File: src/rtl/multicycle_seq.sv
// Multi-cycle FETCH/DECODE/EXEC/MEM/WB sequencer that shares one memory port between fetch and data.
// Latency: branch 3, ALU/jal/store 4, load 5 cycles. Each memory wait cycle adds one.
// Backpressure: mem_req is held until mem_ack. A request left unacknowledged for MEM_TIMEOUT cycles faults.
module multicycle_seq #(
    parameter int MEM_TIMEOUT = 255,
    parameter int TMO_W       = 8
) (
    input  logic       clk,
    input  logic       reset,
    input  logic       run,
    input  logic       branch,
    input  logic [3:0] mem_read,
    input  logic [3:0] mem_write,
    input  logic       reg_write,
    input  logic       mem_to_reg,
    input  logic       pc4_to_reg,
    input  logic       alu_zero,
    input  logic       mem_ack,
    output logic       mem_req,
    output logic       mem_we,
    output logic [3:0] mem_be,
    output logic       mem_addr_sel,
    output logic       ir_we,
    output logic       mdr_we,
    output logic       pc_we,
    output logic [1:0] pc_src,
    output logic       rf_we,
    output logic [1:0] wb_sel,
    output logic       busy,
    output logic       retire,
    output logic       fault
);

    typedef enum logic [2:0] {
        S_IDLE   = 3'd0,
        S_FETCH  = 3'd1,
        S_DECODE = 3'd2,
        S_EXEC   = 3'd3,
        S_MEM    = 3'd4,
        S_WB     = 3'd5,
        S_FAULT  = 3'd6
    } state_t;

    state_t             state_q;
    logic [TMO_W-1:0]   tmo_q;

    // Instruction class captured in DECODE. The decoder inputs are not trusted after that cycle.
    logic               br_q;
    logic [3:0]         rd_q;
    logic [3:0]         wr_q;
    logic               rw_q;
    logic               m2r_q;
    logic               p4_q;

    logic               is_load;
    logic               is_store;
    logic               tmo_hit;
    state_t             next_instr;

    assign is_load    = |rd_q;
    assign is_store   = |wr_q;
    // This is the cycle in which the counter would reach the limit. An ack in the same cycle still wins.
    assign tmo_hit    = !mem_ack && (tmo_q == TMO_W'(MEM_TIMEOUT - 1));
    // run is only consulted at an instruction boundary.
    assign next_instr = run ? S_FETCH : S_IDLE;

    // Sequencer state, timeout counter and latched instruction class.
    // The counter is cleared on every ack. Request states are therefore always entered with it at zero.
    always_ff @(posedge clk or posedge reset) begin
        if (reset) begin
            state_q <= S_IDLE;
            tmo_q   <= '0;
            br_q    <= 1'b0;
            rd_q    <= '0;
            wr_q    <= '0;
            rw_q    <= 1'b0;
            m2r_q   <= 1'b0;
            p4_q    <= 1'b0;
        end else begin
            case (state_q)
                S_IDLE: begin
                    if (run) state_q <= S_FETCH;
                end
                S_FETCH: begin
                    if (mem_ack) begin
                        state_q <= S_DECODE;
                        tmo_q   <= '0;
                    end else if (tmo_hit) begin
                        state_q <= S_FAULT;
                    end else begin
                        tmo_q   <= tmo_q + 1'b1;
                    end
                end
                S_DECODE: begin
                    br_q  <= branch;
                    rd_q  <= mem_read;
                    wr_q  <= mem_write;
                    rw_q  <= reg_write;
                    m2r_q <= mem_to_reg;
                    p4_q  <= pc4_to_reg;
                    if ((|mem_read) && (|mem_write)) state_q <= S_FAULT;
                    else                             state_q <= S_EXEC;
                end
                S_EXEC: begin
                    if (is_load || is_store) state_q <= S_MEM;
                    else if (br_q)           state_q <= next_instr;
                    else                     state_q <= S_WB;
                end
                S_MEM: begin
                    if (mem_ack) begin
                        tmo_q   <= '0;
                        state_q <= is_load ? S_WB : next_instr;
                    end else if (tmo_hit) begin
                        state_q <= S_FAULT;
                    end else begin
                        tmo_q   <= tmo_q + 1'b1;
                    end
                end
                S_WB:    state_q <= next_instr;
                S_FAULT: state_q <= S_FAULT;
                default: state_q <= S_FAULT;
            endcase
        end
    end

    // Output decode from the current state and the latched class. Asserting reset forces IDLE, so every output drops immediately.
    always_comb begin
        mem_req      = 1'b0;
        mem_we       = 1'b0;
        mem_be       = 4'b0000;
        mem_addr_sel = 1'b0;
        ir_we        = 1'b0;
        mdr_we       = 1'b0;
        pc_we        = 1'b0;
        pc_src       = 2'b00;
        rf_we        = 1'b0;
        wb_sel       = 2'b00;
        retire       = 1'b0;
        busy         = (state_q != S_IDLE) && (state_q != S_FAULT);
        fault        = (state_q == S_FAULT);
        case (state_q)
            S_FETCH: begin
                mem_req = 1'b1;
                mem_be  = 4'b1111;
                ir_we   = mem_ack;
            end
            S_EXEC: begin
                if (!is_load && !is_store && br_q) begin
                    pc_we  = 1'b1;
                    pc_src = alu_zero ? 2'b01 : 2'b00;
                    retire = 1'b1;
                end
            end
            S_MEM: begin
                mem_req      = 1'b1;
                mem_addr_sel = 1'b1;
                mem_be       = rd_q | wr_q;
                mem_we       = is_store;
                mdr_we       = mem_ack & is_load;
                if (mem_ack && !is_load) begin
                    pc_we  = 1'b1;
                    retire = 1'b1;
                end
            end
            S_WB: begin
                rf_we  = rw_q | p4_q;
                wb_sel = p4_q ? 2'b10 : (m2r_q ? 2'b01 : 2'b00);
                pc_we  = 1'b1;
                pc_src = p4_q ? 2'b10 : 2'b00;
                retire = 1'b1;
            end
            default: ;
        endcase
    end

endmodule

File: config.mk
export PLATFORM = sky130hd
export DESIGN_NAME = multicycle_seq
export DESIGN_NICKNAME = d
export VERILOG_FILES = /design/src/rtl/multicycle_seq.sv
export SDC_FILE = /design/constraint.sdc
export NUM_CORES = 1
export LEC_CHECK = 0
export BUFFER_PORTS_ARGS = -buffer_cell sky130_fd_sc_hd__buf_2
export CAP_MARGIN = 20
export CELL_PAD_IN_SITES_DETAIL_PLACEMENT = 0
export CELL_PAD_IN_SITES_GLOBAL_PLACEMENT = 2
export CORE_ASPECT_RATIO = 1.5
export CORE_UTILIZATION = 28
export DETAILED_ROUTE_END_ITERATION = 16
export PLACE_DENSITY = 0.83
export SYNTH_ARGS = -nofsm -noshare
export SYNTH_HDL_FRONTEND = slang
export SYNTH_SLANG_ARGS = --single-unit
File: constraint.sdc
create_clock -name clk -period 1.6 [get_ports clk]
set_clock_uncertainty 0.05 [all_clocks]
set_input_delay 0.32 -clock clk [delete_from_list [all_inputs] [get_ports clk]]
set_output_delay 0.32 -clock clk [all_outputs]
set_load 0.01 [all_outputs]
* After elaboration in Yosys (flattened, before gate mapping)
Cells that the tools add are included.
Storage, ports and cells: register bits after elaboration 23
Cells by class: reduce and logical (&&, ||, !) cells 18, multiplexer cells 29, equality and inequality tests 10, bitwise logic cells 3, add/sub/neg operators 1
Operators by type and width (number):
- $mux 3 | 8
- $pmux 3 s6 | 1
- $mux 8 | 2
- $reduce_or 4->1 | 4
- $mux 1 | 12
- $eq 3x3->1 const B | 3
- $add 8x1->8 const B | 1
- $eq 8x8->1 const B | 1
- $pmux 4 s2 | 1
- $eq 3x2->1 const B | 2
- $logic_and 1x1->1 | 6
- $mux 2 | 3
- $ne 2x2->1 const B | 2
- $or 4x4->4 | 1
- $pmux 2 s2 | 1
- $eq 3x1->1 const B | 1
- $logic_not 1->1 | 3
- $logic_not 3->1 | 1
- $ne 3x3->1 const B | 1
- $pmux 1 s3 | 1
- $reduce_bool 3->1 | 1
- $reduce_and 2->1 | 1
- $reduce_or 2->1 | 1
- $and 1x1->1 | 1
- other kinds (2) | 2

* Depth between registers and ports, before layout
Gate-level depths: netlist (run 1).
depth in word-level cells 6, gate-level depth with buffers 7, mapped depth without buffers 6

* Worst setup path after synthesis (run 1)
No wires, ideal clock.
path kind flip-flop to output port, start reg rd_q[3], end out retire, data required time 1.230 ns, data arrival time 1.435 ns, setup slack -0.205 ns, cell stages (with the launch flop) 5, buffers on the path 1, path through dfrtp_1 nor4_1 and3_1 a32o_1 buf_4
Between the ends: word-level cells in the longest chain between the ends 6, elaborated cells on any way between the ends 8
Ends and longest elaborated chain:
- start: declaration | RTL line 49 | logic [3:0] rd_q;
- start signal: assignment | RTL line 96 | rd_q <= mem_read;
- $reduce_or 4->1 * | RTL line 60 | assign is_load = |rd_q;
- $logic_not 1->1 * | RTL line 148, 160
- $logic_and 1x1->1 (2 in series) | RTL line 148 | if (!is_load && !is_store && br_q) begin
- $mux 1
- $pmux 1 s3 *
- end: declaration | RTL line 30 | output logic retire,
Every way passes the cells marked *; elsewhere a longest branch is shown, timed or not.

* Worst setup path in the final report (run 1)
start reg rd_q[2], end out pc_src[0]
Between the ends: word-level cells in the longest chain between the ends 6
Ends and longest elaborated chain:
- $reduce_or 4->1 | RTL line 60
- $logic_not 1->1 | RTL line 148
- $logic_and 1x1->1 (2 in series) | RTL line 148
- $mux 1 | RTL line 148
- $pmux 2 s2 | RTL line 141 | case (state_q)
- end: declaration | RTL line 26 | output logic [1:0] pc_src,
Every way passes these cells.

==> qor.yml, run 1 <==
run_status:
  outcome: "finished with violations"
  violations: "setup timing"
route:
  routedWlPerCell_microns: 14.89
  ant_nets: 0
  wirelength_mm: 4.272
  remaining_drc_errors: 0
  viasPerCell: 4.955
  drtIter0Drc: 51
  vias: 1422
  first_pass_iters: 4
die:
  die_w_microns: 58.28
  fp.dieH_microns: 86.41
  ioPinCount: 35
  core_region_area_sq_um: 4542
  start_util_pct: 29.28
  die_area_sq_um: 5036
  fp-row-count: 30
critical_path:
  crit_required_ns: 1.23
  path_max_fanout: 3
  cp.arrival_ns: 1.63
  end_kind: "output port"
  worst_setup_path_start_kind: "flip-flop"
  critPathKind: "flip-flop to output port"
grt:
  grt_usage_pct: 17.10
  grt_max_degree: 24
  grt_pass1_vias: 1491
  antenna_found_initial: 0
  grt_pass1_wl_mm: 6.610
  overflow: 0
sta:
  setup_tns_ns: -3.452
  setup_ws_ns: -0.3956
  fin_crit_sh_pct: 124.7
  hold_violations: 0
  worstMarginPinSlew_ns: 0.4262
  drv_slew: 0
  rsz0062_at_grt: "true"
  timing.fmax_mhz: 501.1
  setup_viol: 35
  min_period_ns: 1.996
  relSlewSlack_pct: 71.32
logic_synthesis:
  synth_nets: 164
  synth_fa_ha_area_share_pct: 1.881
  synth_cell_types: 34
  synth_top_family_by_area: "simple AND/OR/NAND/NOR gates"
  synth-compound-area-share_pct: 14.86
  syn_area_sq_um: 1330
  synthCells: 145
  syn_avg_cell_area_sq_um: 9.173
  ys_warn_count: 0
  ys_seq_area_share_pct: 43.27
  ys_ff_latch: 23
  synth-simple-area-share_pct: 23.80
  synth_mux_area_share_pct: 10.16
  synth-xor-area-share_pct: 1.317
power:
  p_per_area_nw_per_um2: 517.5
  ir_worst_vdd_mv: 0.4979
  p_total_mw: 1.198
  p_leak_nw: 1.043
finish:
  final_area_sq_um: 2315
  fin_util_pct: 50.96
  layout-drive-gt1-share_pct: 62.78
  fill_cells: 441
  nets: 243
  multiInputGateArea_sq_um: 950.9
  diodes: 0
  seq_area_sq_um: 579.3
  area_growth_syn_to_layout_pct: 74.04
clocking:
  clk_latency_ns: 0.26
  cts_tree: "built"
  root_buffer: "clkbuf_8"
  cts_buffers: 3
  cts_num_sinks: 23
  htreeDepth: 1
  path_clk_slew_ns: 0.08
  clock_path_buffers: 2
place:
  routabilityCongestion: 0.7399
  dp_hpwl_mm: 2.899
  placed_cell_area_sq_um: 1795
  port_buffers: 34
  pre_cts_slack_ns: -0.1046
run:
  maxCapViolations: 0
min_path:
  hold_class: "input pin to async pin"
sequential cells by signal, summed over array words and instances, names as in the netlist:
register  flops
rd_q          4
br_q          1
state_q       3
p4_q          1
tmo_q         8
m2r_q         1
rw_q          1
wr_q          4
cell families after synthesis:
group | Yosys count
AO/OA/AOI/OAI | 33
XOR/XNOR | 2
adder cells (fa/ha/maj) | 2
flip-flops | 23
buffers and inverters | 15
multiplexers | 12
AND/OR/NAND/NOR | 58
layout by cell type, fill, tap and decap left out, types with 5 or more instances in the layout:
master,netlist,final
o21ai_1,0,5
a21oi_1,13,6
buf_4,1,37
dfrtp_1,23,20
or3_1,7,7
a21oi_2,0,7
buf_2,2,31
nor2_1,12,6
nand2_1,8,7
buf_6,0,14
mux2_4,0,11
layer usage:
metal / vias to the layer above / global-route usage (%) / part of all wire [%] / wire length [microns]
met3: 5 / 2.687 / 2.8 / 118
met2: 26 / 34.69 / 60 / 2556
li1: 681 / - / - / -
met4: 0 / 4.113 / 0.59 / 25
met1: 710 / 17.45 / 37 / 1572
met5: - / 0 / 0 / 0
critical path, cell delays in order, from the launching register on:
cell	delay [ns]
dfrtp_1	0.42
nor4_4	0.40
and3_4	0.25
and4_1	0.17
buf_2	0.12
cells in the mapped netlist:
cell type | instances | area share, %
inv_1 | 5 | 1.4
o211ai_1 | 2 | 1.1
or4_1 | 2 | 1.1
and4_1 | 1 | 0.66
o21ai_0 | 9 | 3.4
nand3b_1 | 1 | 0.56
nor2b_1 | 4 | 1.9
xnor2_1 | 1 | 0.66
and3_1 | 6 | 2.8
nand3_1 | 2 | 0.75
dfrtp_1 | 23 | 43
xor2_1 | 1 | 0.66
a32o_1 | 1 | 0.75
o31ai_1 | 3 | 1.7
or3_1 | 7 | 3.3
a31oi_1 | 1 | 0.47
mux2_2 | 12 | 10
nand4_1 | 1 | 0.47
clkbuf_1 | 7 | 2.0
nor3_1 | 3 | 1.1
ha_1 | 2 | 1.9
o311ai_0 | 1 | 0.66
buf_2 | 2 | 0.75
buf_4 | 1 | 0.56
nor2_1 | 12 | 3.4
nor3b_1 | 1 | 0.56
nand4b_1 | 1 | 0.66
nand2_1 | 8 | 2.3
o2bb2a_1 | 1 | 0.75
nand2b_1 | 4 | 1.9
o2bb2ai_1 | 1 | 0.66
o22ai_1 | 1 | 0.47
nor4_1 | 5 | 2.4
a21oi_1 | 13 | 4.9
power by group:
group | leakage [nW] | switching, mW | internal, mW
registers | 0.289 | 0.0224 | 0.605
clock network | 0.0255 | 0.187 | 0.174
logic | 0.728 | 0.0892 | 0.121
total | 1.04 | 0.298 | 0.900
final cells by class:
cell class	instances	share of cell area, %
clock inverters	1	0.2162
multi-input cells	107	41.08
clock buffers	3	1.784
repair buffers	84	27.46
flip-flops and latches	23	25.03
well taps	64	3.459
inverters	5	0.9730
path summary, 6_finish.rpt:
check,to,slack (ns),depth (start not counted),start
max,pc_src[0],-0.40,4,rd_q[2]
min in group clk,rw_q,0.23,2,reg_write
max in group asynchronous,state_q[2],1.21,3,reset
min reg2reg,m2r_q,0.46,1,m2r_q
min,tmo_q[0],0.03,3,reset
max reg2reg,tmo_q[5],-0.09,6,state_q[2]
timing repair:
item                                   4_1_cts  5_1_grt
endpoints found under the hold margin        0        0
gates cloned                                 1        1
hold buffers                                 0        0
setup endpoints to repair                   25       39
pin swaps                                   22       12
resized for setup                           50       34
setup buffers                               14        6
per-stage QoR:
| stage | hold WS, ns | cells |
|---|---|---|
| final | 0.03429 | 287 |
| after global routing | 0.06905 | 287 |
| after CTS | 0.04063 | 281 |
| after detailed placement | 0.3333 | 263 |
| after global placement | 0.3294 | 263 |
| after floorplan | 0.2719 | 145 |
Power figures use the tool's default switching activity.
==> run 2: changes to the inputs <==
--- a/config.mk
+++ b/config.mk
@@ -5,14 +5,15 @@
 export SDC_FILE = /design/constraint.sdc
 export NUM_CORES = 1
 export LEC_CHECK = 0
+export ABC_AREA = 1
 export BUFFER_PORTS_ARGS = -buffer_cell sky130_fd_sc_hd__buf_2
 export CAP_MARGIN = 20
 export CELL_PAD_IN_SITES_DETAIL_PLACEMENT = 0
 export CELL_PAD_IN_SITES_GLOBAL_PLACEMENT = 2
 export CORE_ASPECT_RATIO = 1.5
-export CORE_UTILIZATION = 28
+export CORE_UTILIZATION = 25
 export DETAILED_ROUTE_END_ITERATION = 16
-export PLACE_DENSITY = 0.83
+export PLACE_DENSITY = 0.82
 export SYNTH_ARGS = -nofsm -noshare
 export SYNTH_HDL_FRONTEND = slang
 export SYNTH_SLANG_ARGS = --single-unit
==> qor.yml, run 2 <==
run_status:
  outcome: "finished with violations"
  violations: "setup timing"
logic_synthesis:
  synthTopCellsByArea: "dfrtp_1 41%, nand2_1 18%, nor2_1 8.0%"
  ys_seq_area_share_pct: 40.85  # -2.4 points
  synthCells: 205  # +41%
  synth_top_area_share_pct: 40.85  # -2.4 points
  ys_ff_latch: 23  # unchanged
  syn_avg_cell_area_sq_um: 6.872  # -25%
  synth_enable_flop_cells: 0  # unchanged
  synth_cell_types: 22  # -35%
  ys_warn_count: 0  # unchanged
  synth_top_cell_by_area: "dfrtp_1"
  syn_area_sq_um: 1409  # +5.9%
  postSynth.asyncResetShare_pct: 100.0  # unchanged
  synth.most_common_cell: "nand2_1"
  synth_commonest_cells: "69 x nand2_1, 30 x nor2_1, 23 x dfrtp_1"
  synth_nets: 224  # +37%
  synth_flop_cell: "dfrtp_1"
clocking:
  root_buffer: "clkbuf_8"
  cts_buffers: 3  # unchanged
  clk_latency_ns: 0.27  # about the same
  cts_num_sinks: 23  # unchanged
  path_clk_slew_ns: 0.09  # about the same
  htreeDepth: 1  # unchanged
  clock_path_buffers: 2  # unchanged
  cts_tree: "built"
critical_path:
  max_stage_delay_ns: 0.42  # about the same
  critPathKind: "flip-flop to output port"
  critical-path-slowest-cell: "dfrtp_1"
  end_kind: "output port"
  path_cells: "nor2_4 -> nand2_2 -> nor2_4 -> nand3_2 -> o21ai_2 -> buf_2"
  cp.arrival_ns: 1.38  # -0.25 ns
  critPathLaunch: "rd_q[2]"
  worst_setup_path_start_kind: "flip-flop"
  rr_startpoint: "state_q[2]"
  path_max_fanout: 3  # unchanged
  crit_top_cell: "nor2_4"
  crit_required_ns: 1.23  # about the same
die:
  ioPinCount: 35  # unchanged
  die_area_sq_um: 5946  # +18%
  fp.dieH_microns: 93.94  # +8.7%
  die_w_microns: 63.30  # +8.6%
  start_util_pct: 25.85  # -3.4 points
  fp-row-count: 33  # +10%
  core_region_area_sq_um: 5450  # +20%
finish:
  top_register: "tmo_q"
  layout-drive-gt1-share_pct: 39.70  # -23 points
  largest_reg_flops: 8  # unchanged
  fin_util_pct: 37.90  # -13 points
  seq_area_sq_um: 578.1  # -0.22%
  mostFrequentLayoutCells: "65 x nand2_1, 31 x buf_2, 24 x buf_4, 22 x nor2_1, 21 x dfrtp_1"
  fill_cells: 620  # +41%
  diodes: 0  # unchanged
  multiInputGateArea_sq_um: 839.6  # -12%
  nets: 287  # +18%
  area_growth_syn_to_layout_pct: 46.63
  reg.largest.list: "tmo_q x8, rd_q x4, wr_q x4"
  final_common_cell: "nand2_1"
power:
  p_leak_nw: 1.016  # -2.6%
  ir_worst_vdd_mv: 0.3307  # -34%
  p_per_area_nw_per_um2: 489.7  # -5.4%
route:
  vias: 1440  # +1.3%
  first_pass_iters: 4  # unchanged
  wirelength_mm: 3.811  # -11%
  routedWlPerCell_microns: 11.31  # -24%
  remaining_drc_errors: 0  # unchanged
  drtIter0Drc: 38  # -25%
  viasPerCell: 4.273  # -14%
  ant_nets: 0  # unchanged
sta:
  worstMarginPinSlew_ns: 0.3159  # -0.1103 ns
  timing.fmax_mhz: 570.3  # +14%
  min_period_ns: 1.753  # -0.2421 ns
  hold_violations: 0  # unchanged
  rsz0062_at_grt: "true"
  hold_ws_ns: 0.03273  # -0.001561 ns
  setup_ws_ns: -0.1535  # +0.2421 ns
  drv_slew: 0  # unchanged
  fin_crit_sh_pct: 109.6  # -15 points
  setup_viol: 17  # -51%
  relSlewSlack_pct: 78.94  # +7.6 points
place:
  dp_hpwl_mm: 2.871  # -0.97%
  routabilityCongestion: 0.7808  # +5.5%
  pre_cts_slack_ns: 0.02984  # +0.1344 ns
  port_buffers: 34  # unchanged
grt:
  grt_pass1_wl_mm: 6.527  # -1.3%
  overflow: 0  # unchanged
  grt_pass1_vias: 1411  # -5.4%
  antenna_found_initial: 0  # unchanged
  grt_max_degree: 24  # unchanged
  grt_usage_pct: 14.29  # -2.8 points
min_path:
  hold_class: "input pin to async pin"
run:
  maxCapViolations: 0  # unchanged
-- run 2: cell types whose count changed after synthesis, sizes merged, moves of 10 or more --
cell	change
nand2	+65
nor2	+19
o21ai	+11
a21oi	-10
nand3	+13
inv	+18
mux2	-12
-- run 2: cell families (layout without fill, tap and decap cells) --
| logic type | count (synthesis) | after routing | share of synthesized area, % |
|---|---|---|---|
| flops | 23 | 23 | 40.85 |
| xor+xnor | 3 | 3 | 1.865 |
| buf+inv | 28 | 90 | 9.147 |
| fa+ha+maj | 2 | 2 | 1.776 |
| compound gates | 24 | 24 | 9.237 |
| simple gates | 125 | 125 | 37.12 |
-- run 2: what timing repair did --
action                     CTS  global route
setup endpoints to repair   17            20
setup buffers                8             6
hold buffers                 0             0
pin swaps                    4             6
gates resized for setup     32            21
-- run 2: critical path, delay by kind of cell (launching register included) --
kind / cells / cell delay, ns
AOI/OAI and AO/OA: 1 / 0.07
DFF: 1 / 0.42
and+or+nand+nor: 4 / 0.48
buffers and inverters: 1 / 0.15
-- run 2: path summary, 6_finish.rpt --
kind,end,slack [ns],depth (start not counted)
setup / recovery,pc_we,-0.15,6
hold / removal,tmo_q[2],0.03,3
setup reg to reg,tmo_q[3],0.10,9
hold reg to reg,tmo_q[7],0.49,2
max in group asynchronous,state_q[0],1.21,3
min in group clk,br_q,0.20,3
-- run 2: per-layer routing --
metal	routed length, microns	track usage [%]
met5	0	0
met4	93	7.386
met3	108	2.184
met2	2100	27.33
met1	1507	14.71
-- run 2: cell type report --
type | instances | share of cell area (%)
inverter | 23 | 4.300
clock inverter | 1 | 0.2423
tap | 70 | 4.240
multi-input combinational | 154 | 40.64
clock buffer | 3 | 1.999
timing repair buffer | 63 | 20.59
sequential | 23 | 27.98
-- run 2: per-stage QoR --
step                instance area, sq um  TNS, ns  cells  total power, mW
floorplan                           1409        0    205           0.6138
global placement                    1737        0    319           0.6463
detailed placement                  1737        0    319           0.6456
CTS                                 1947   -1.637    331            1.031
global route                        2066   -2.598    337            1.061
finish                              2066   -1.390    337            1.012
-- run 2: power breakdown --
group	internal (mW)	switching, mW
clock network	0.174	0.204
registers	0.581	0
logic	0.0202	0.0326
